<file path="config.mk">
export PLATFORM = sky130hd
export DESIGN_NAME = instr_fetch_stage
export DESIGN_NICKNAME = d
export VERILOG_FILES = /design/src/rtl/cpu_types_pkg.sv /design/src/rtl/instr_fetch_stage_ifid_latch.sv /design/src/rtl/instr_fetch_stage.sv
export SDC_FILE = /design/constraint.sdc
export NUM_CORES = 1
export LEC_CHECK = 0
export CAP_MARGIN = 10
export CORE_MARGIN = 8
export CORE_UTILIZATION = 45
export DETAILED_ROUTE_END_ITERATION = 10
export GPL_ROUTABILITY_DRIVEN = 0
export HOLD_SLACK_MARGIN = 0.02
export PLACE_DENSITY_LB_ADDON = 0.3
export SLEW_MARGIN = 20
export SYNTH_ARGS = -nofsm -noshare
export SYNTH_HDL_FRONTEND = slang
export SYNTH_SLANG_ARGS = --single-unit
export TNS_END_PERCENT = 50
</file>
<file path="constraint.sdc">
create_clock -name CLK -period 4.83 [get_ports CLK]
set_input_delay 0.483 -clock CLK [delete_from_list [all_inputs] [get_ports CLK]]
set_output_delay 0.483 -clock CLK [all_outputs]
set_load 0.01 [all_outputs]
</file>
<file path="src/rtl/cpu_types_pkg.sv">
// cpu_types_pkg: shared types for the pipelined MIPS core.
//   word_t        32-bit machine word
//   fetch_state_t IF stage controller states
//   NOP_INSTR     encoding inserted as a pipeline bubble (sll r0,r0,0)
//   ifid_t        IF/ID pipeline register contents
package cpu_types_pkg;
    typedef logic [31:0] word_t;

    typedef enum logic [1:0] {
        IDLE  = 2'd0,
        FETCH = 2'd1,
        HALT  = 2'd2
    } fetch_state_t;

    localparam word_t NOP_INSTR = 32'h0000_0000;

    typedef struct packed {
        word_t instr;
        word_t npc;
        logic  valid;
    } ifid_t;
endpackage

</file>
<file path="src/rtl/instr_fetch_stage_ifid_latch.sv">
// ifid_latch: IF/ID pipeline register.
//   CLK, nRST   clock (rising edge), async active-low reset (clears to all zero)
//   i_en        load i_d this edge
//   i_flush     clear contents this edge; overrides i_en
//   i_d         next IF/ID contents
//   o_q         registered IF/ID contents
module ifid_latch
    import cpu_types_pkg::*;
(
    input  logic  CLK,
    input  logic  nRST,
    input  logic  i_en,
    input  logic  i_flush,
    input  ifid_t i_d,
    output ifid_t o_q
);
    ifid_t r_q;

    always_ff @(posedge CLK or negedge nRST) begin
        if (!nRST) begin
            r_q <= '0;
        end else if (i_flush) begin
            r_q <= '0;
        end else if (i_en) begin
            r_q <= i_d;
        end
    end

    assign o_q = r_q;
endmodule

</file>
<file path="src/rtl/instr_fetch_stage.sv">
// instr_fetch_stage: IF stage + IF/ID latch of the pipelined MIPS core.
// Owns the PC, issues icache reads and latches returned words into IF/ID.
//   CLK, nRST          clock, async active-low reset
//   imemREN/imemaddr   icache request (imemaddr is the PC)
//   ihit/imemload      icache response
//   stall              hold PC and IF/ID
//   flush              squash IF/ID
//   redirect/_pc       branch/jump target load (word aligned internally)
//   halt               decode saw HALT
//   ifid_instr/npc/valid  IF/ID contents to decode
//   halted             fetching stopped (terminal until reset)
// Optional macro FETCH_PERF_EN adds perf_fetched / perf_bubbles counters.
module instr_fetch_stage
    import cpu_types_pkg::*;
#(
    parameter word_t PC_INIT = 32'h0000_0000
) (
    input  logic        CLK,
    input  logic        nRST,
    output logic        imemREN,
    output logic [31:0] imemaddr,
    input  logic        ihit,
    input  logic [31:0] imemload,
    input  logic        stall,
    input  logic        flush,
    input  logic        redirect,
    input  logic [31:0] redirect_pc,
    input  logic        halt,
    output logic [31:0] ifid_instr,
    output logic [31:0] ifid_npc,
    output logic        ifid_valid,
`ifdef FETCH_PERF_EN
    output logic [31:0] perf_fetched,
    output logic [31:0] perf_bubbles,
`endif
    output logic        halted
);
    fetch_state_t r_state;
    word_t        r_pc;

    logic  w_fetch;
    logic  w_halt_take;
    logic  w_accept;
    logic  w_ifid_en;
    logic  w_ifid_flush;
    word_t w_pc_plus4;
    ifid_t w_ifid_d;
    ifid_t w_ifid_q;
    logic  w_unused_rpc_lo;

    assign w_fetch     = (r_state == FETCH);
    // A HALT seen alongside a flush is wrong-path and must not stop the core.
    assign w_halt_take = w_fetch & halt & ~flush;
    assign w_accept    = w_fetch & ~w_halt_take & ihit & ~stall & ~redirect;
    assign w_pc_plus4  = r_pc + 32'd4;

    // Target low bits are dropped: fetch is always word aligned.
    assign w_unused_rpc_lo = ^redirect_pc[1:0];

    always_ff @(posedge CLK or negedge nRST) begin
        if (!nRST) begin
            r_state <= IDLE;
            r_pc    <= PC_INIT;
        end else begin
            case (r_state)
                IDLE:  r_state <= FETCH;
                FETCH: begin
                    if (w_halt_take)   r_state <= HALT;
                    else if (redirect) r_pc    <= {redirect_pc[31:2], 2'b00};
                    else if (w_accept) r_pc    <= w_pc_plus4;
                end
                default: ;  // HALT: frozen until reset
            endcase
        end
    end

    // IF/ID: load on any non-stalled FETCH edge; anything other than an accept
    // loads a bubble that keeps the previous npc.
    assign w_ifid_en    = w_fetch & ~stall & ~w_halt_take;
    assign w_ifid_flush = w_fetch & flush;
    assign w_ifid_d     = w_accept ? '{instr: imemload, npc: w_pc_plus4, valid: 1'b1}
                                   : '{instr: NOP_INSTR, npc: w_ifid_q.npc, valid: 1'b0};

    ifid_latch u_ifid (
        .CLK     (CLK),
        .nRST    (nRST),
        .i_en    (w_ifid_en),
        .i_flush (w_ifid_flush),
        .i_d     (w_ifid_d),
        .o_q     (w_ifid_q)
    );

    assign imemREN    = w_fetch;
    assign imemaddr   = r_pc;
    assign ifid_instr = w_ifid_q.instr;
    assign ifid_npc   = w_ifid_q.npc;
    assign ifid_valid = w_ifid_q.valid;
    assign halted     = (r_state == HALT);

`ifdef FETCH_PERF_EN
    logic [31:0] r_perf_fetched;
    logic [31:0] r_perf_bubbles;

    always_ff @(posedge CLK or negedge nRST) begin
        if (!nRST) begin
            r_perf_fetched <= '0;
            r_perf_bubbles <= '0;
        end else begin
            if (w_accept)
                r_perf_fetched <= r_perf_fetched + 32'd1;
            // Edges that write valid<=0: a flush, or a load that is not an accept.
            if (w_ifid_flush | (w_ifid_en & ~w_accept))
                r_perf_bubbles <= r_perf_bubbles + 32'd1;
        end
    end

    assign perf_fetched = r_perf_fetched;
    assign perf_bubbles = r_perf_bubbles;
`endif
endmodule

</file>
==> impl_summary.md <==
Route
Once detail routing completed, the nets flagged for antenna violations numbered 0. After detailed routing, the number of vias per cell comes to 5.54. After detailed routing, the average wire length per cell comes to 18.9 µm.

Before antenna repair, the detailed router went through 5 iterations. The final routed DRC violation total is 0. For this block, the routed nets add up to 14.0 mm of wire. The detailed-route via count is 4104. After the first detailed-routing iteration, the DRC count stood at 250.

Pwr
The peak supply drop is 0.127 mV. The internal power of the cells totals 1.33 mW. The combinational group share of total power is 15.3%. The switching power summed over all nets is 434 µW. Net switching is 24.6% of the power. The part of the total power dissipated in the clock network is 35.1%. The standby leakage power is 2.77 nW. In this run, flip-flops and latches consume 49.6% of the power.

The total power per unit cell area is 268 mW/mm². The total power of the final layout is 1.76 mW.

Logic synthesis
The number of storage elements in the synthesis netlist is 96. The post-synthesis sequential area ratio is 52.0%. The post-synthesis cell count is 455. The number of library cell types mapped by synthesis is 41. The dominant cell type by area after synthesis is sky130_fd_sc_hd__dfrtp_1. Yosys instantiated no cell more often than sky130_fd_sc_hd__dfrtp_1.

The commonest cells after synthesis are sky130_fd_sc_hd__dfrtp_1, sky130_fd_sc_hd__nand2_1, sky130_fd_sc_hd__a22o_1. In the post-synthesis netlist, the biggest area contributors are sky130_fd_sc_hd__dfrtp_1, sky130_fd_sc_hd__a22o_1, sky130_fd_sc_hd__nand2_1. The fraction of registers with async set or reset after synthesis is 100%. Counting flops with a built-in enable in the synthesized netlist gives 0.

The average instance in the mapped netlist occupies 10.2 µm². The count of yosys warnings during synthesis is 0. The dominant synthesized flop cell is sky130_fd_sc_hd__dfrtp_1. The portion of synthesized cell area occupied by the leading cell type is 52.0%. The total standard cell area after synthesis is 0.00462 mm².

Clock tree
The clock slew at the register clock pins of the worst setup and hold paths is 0.09 ns. In this run, CTS created clock tree buffers numbering 9. The number of cells upsized or downsized after cts is 0. Once the clock tree was built, the setup fixing pass inserted 0 buffers. No sink is reached through more buffers than the 2 on the longest clock path. The number of hold buffers added after CTS is 0. TritonCTS built the clock tree. The clock network latency to the later pin of the worst-skew pair is 0.36 ns. Clock tree synthesis found a total of 96 sinks.

Clock tree synthesis selected as its root buffer the cell sky130_fd_sc_hd__clkbuf_8. The H-tree generated during clock tree synthesis spans 3 levels.

Global route
The via count of the first global-routing pass came to 4194. The total overflow left after global routing is 0. The number of antenna violations at the first check in global routing was 0. The first global-routing pass estimated 23.0 mm of wire. The overall track demand over capacity in global routing is 20.5%. Entering global routing, the biggest net connects 51 pins.

Timing
For the final database, setup skew stands at 0.00982 ns. For the pin with the worst max-slew slack, the measured transition is 1.06 ns. The number of slew-limit violations in the final report is 0. The tightest hold margin is 0.120 ns. Setup violations remaining at the end of the flow were counted as 0. The maximum clock frequency is 0.356 GHz. The worst relative slew slack is 29.1%. The final number of hold-violating endpoints was 0. Of the available clock period, the critical path in the final layout requires 58.1%.

The total negative slack is 0 ns. Setup repair after global routing left no endpoint under its margin. The clock period minus final worst setup slack is 2.81 ns.

Worst setup path
For the worst setup path, the data arrival time is 2.99 ns. The cell at the slowest stage of the critical path is sky130_fd_sc_hd__clkdlybuf4s50_1. The dominant delay contributor by cell family on the critical path is buffers and inverters. Along the worst path, the maximum fanout reaches 27. The count of buffering cells on the critical path with inverters included is 3. The largest single stage delay on the critical path is 0.88 ns. Traced cell by cell, the critical path runs through clkdlybuf4s50_1 -> buf_4 -> inv_1 -> nand3_1 -> or3_1 -> o21ai_0. The critical path startpoint category is an input port. STA puts the critical path data required time at 5.02 ns. STA classifies the critical path endpoint as a register. The worst setup path category is in -> reg.

Floorplanning
The area enclosed by the die boundary is 0.0138 mm². In this run the core area contains 37 standard-cell rows. The effective utilization at floorplan is 45.6%. In this run the standard cell core region covers 0.0101 mm². The number of I/O pins is 170. The die height is 117 µm. The horizontal die dimension is 117 µm.

Placed design
The sum of net half-perimeters after detailed placement is 9.93 mm. The number of input and output port buffers inserted is 165.

Layout
Compared with the post-synthesis result, the final layout area differs by 42.4%. The post-route netlist has 6.94% of its cells at a drive strength greater than 1. The final layout contains 672 nets.

The number of diodes added for antenna fixing is 0.

Flow run
The number of max-capacitance violations reported is 0.

Run status
The run finished with clean final reports.

Min path
The worst hold-check path type is in -> async.
## metrics by stage
| step | area (µm²) | cells | worst slack (ns) | util [%] |
|---|---|---|---|---|
| 2_1_floorplan | 4630 | 456 | 2.80 | - |
| 3_5_place_dp | 6340 | 725 | 1.63 | 62.5 |
| 6_report | 6580 | 741 | 2.02 | 64.9 |
| 4_1_cts | 6580 | 741 | 2.02 | 64.9 |
| 3_3_place_gp | 6330 | 725 | 1.76 | 62.5 |
| 5_1_grt | 6580 | 741 | 1.84 | 64.9 |
## state kept, by name (all words and copies together) (netlist names)
register	flops
r_state	2
u_ifid.o_q	64
imemaddr	30
## worst reg2reg max path: stages (launching register included)
cell and delay [ns]:
sky130_fd_sc_hd__dfrtp_1 0.46, sky130_fd_sc_hd__ha_1 0.32, sky130_fd_sc_hd__nand4_1 0.24, sky130_fd_sc_hd__nor4_4 0.57, sky130_fd_sc_hd__nand3_2 0.22, sky130_fd_sc_hd__or4_1 0.43
sky130_fd_sc_hd__nand3_1 0.09
## layout make-up
cell class                      count  area (µm²)
Clock buffer                       12         165
Inverter                            5        18.8
Timing Repair Buffer              171        1690
Clock inverter                      4        73.8
Tap cell                          136         170
Fill cell                         823        3560
Sequential cell                    96        2400
Multi-Input combinational cell    317        2060
## kinds of logic after synthesis
group           synth area share [%]
compound gates                  17.4
xor+xnor                        5.30
fa+ha+maj                      0.271
buf+inv                         4.01
flops                           52.0
mux                             2.81
other cells                   0.0811
simple gates                    18.2
## per-layer routing
layer  share of wire (%)  routed length (µm)  vias up  GRT usage (%)
li1                    -                   -     1932              -
met1                  45                6300     1994           27.1
met2                  46                6450      168           31.8
met3                 7.9                1100       10           5.56
met4                0.99                 138        0           6.49
met5                   0                   0        -              0
## power by group through the flow
| stage | combinational (mW) | clock (mW) | sequential, mW |
|---|---|---|---|
| 2_1_floorplan | 0.0767 | 0 | 0.904 |
| 4_1_cts | 0.276 | 0.630 | 0.874 |
| 5_1_grt | 0.294 | 0.667 | 0.881 |
| 6_report | 0.271 | 0.619 | 0.874 |
| 3_5_place_dp | 0.275 | 0 | 0.890 |
| 3_3_place_gp | 0.272 | 0 | 0.888 |
## layout by cell type, fill, tap and decap left out, drive strengths merged, types with 3 or more instances in the layout
| cell | count |
|---|---|
| o22ai | 12 |
| nor4 | 3 |
| xor2 | 19 |
| o21ai | 36 |
| nand4 | 14 |
| dfrtp | 96 |
| or4 | 8 |
| xnor2 | 9 |
| mux2i | 13 |
| inv | 6 |
| nor2b | 4 |
| buf | 7 |
| a22o | 36 |
| a21oi | 25 |
| nand3 | 30 |
| and3 | 10 |
| nor3 | 11 |
| a22oi | 9 |
| clkbuf | 12 |
| or2 | 3 |
| nor2 | 11 |
| clkdlybuf4s50 | 164 |
| nand2 | 51 |
## worst paths after layout
path                       cells past startpoint  slack (ns)          start              to
max in group asynchronous                      2        3.63           nRST      r_state[0]
max                                            6        2.02       redirect  u_ifid.o_q[21]
min in group CLK                               2        0.48  u_ifid.o_q[6]   u_ifid.o_q[6]
max reg2reg                                    6        2.45    imemaddr[2]    imemaddr[26]
min reg2reg                                    2        0.48  u_ifid.o_q[6]   u_ifid.o_q[6]
min                                            1        0.12           nRST  u_ifid.o_q[62]
Note: power is estimated with default switching activity, not from simulation.
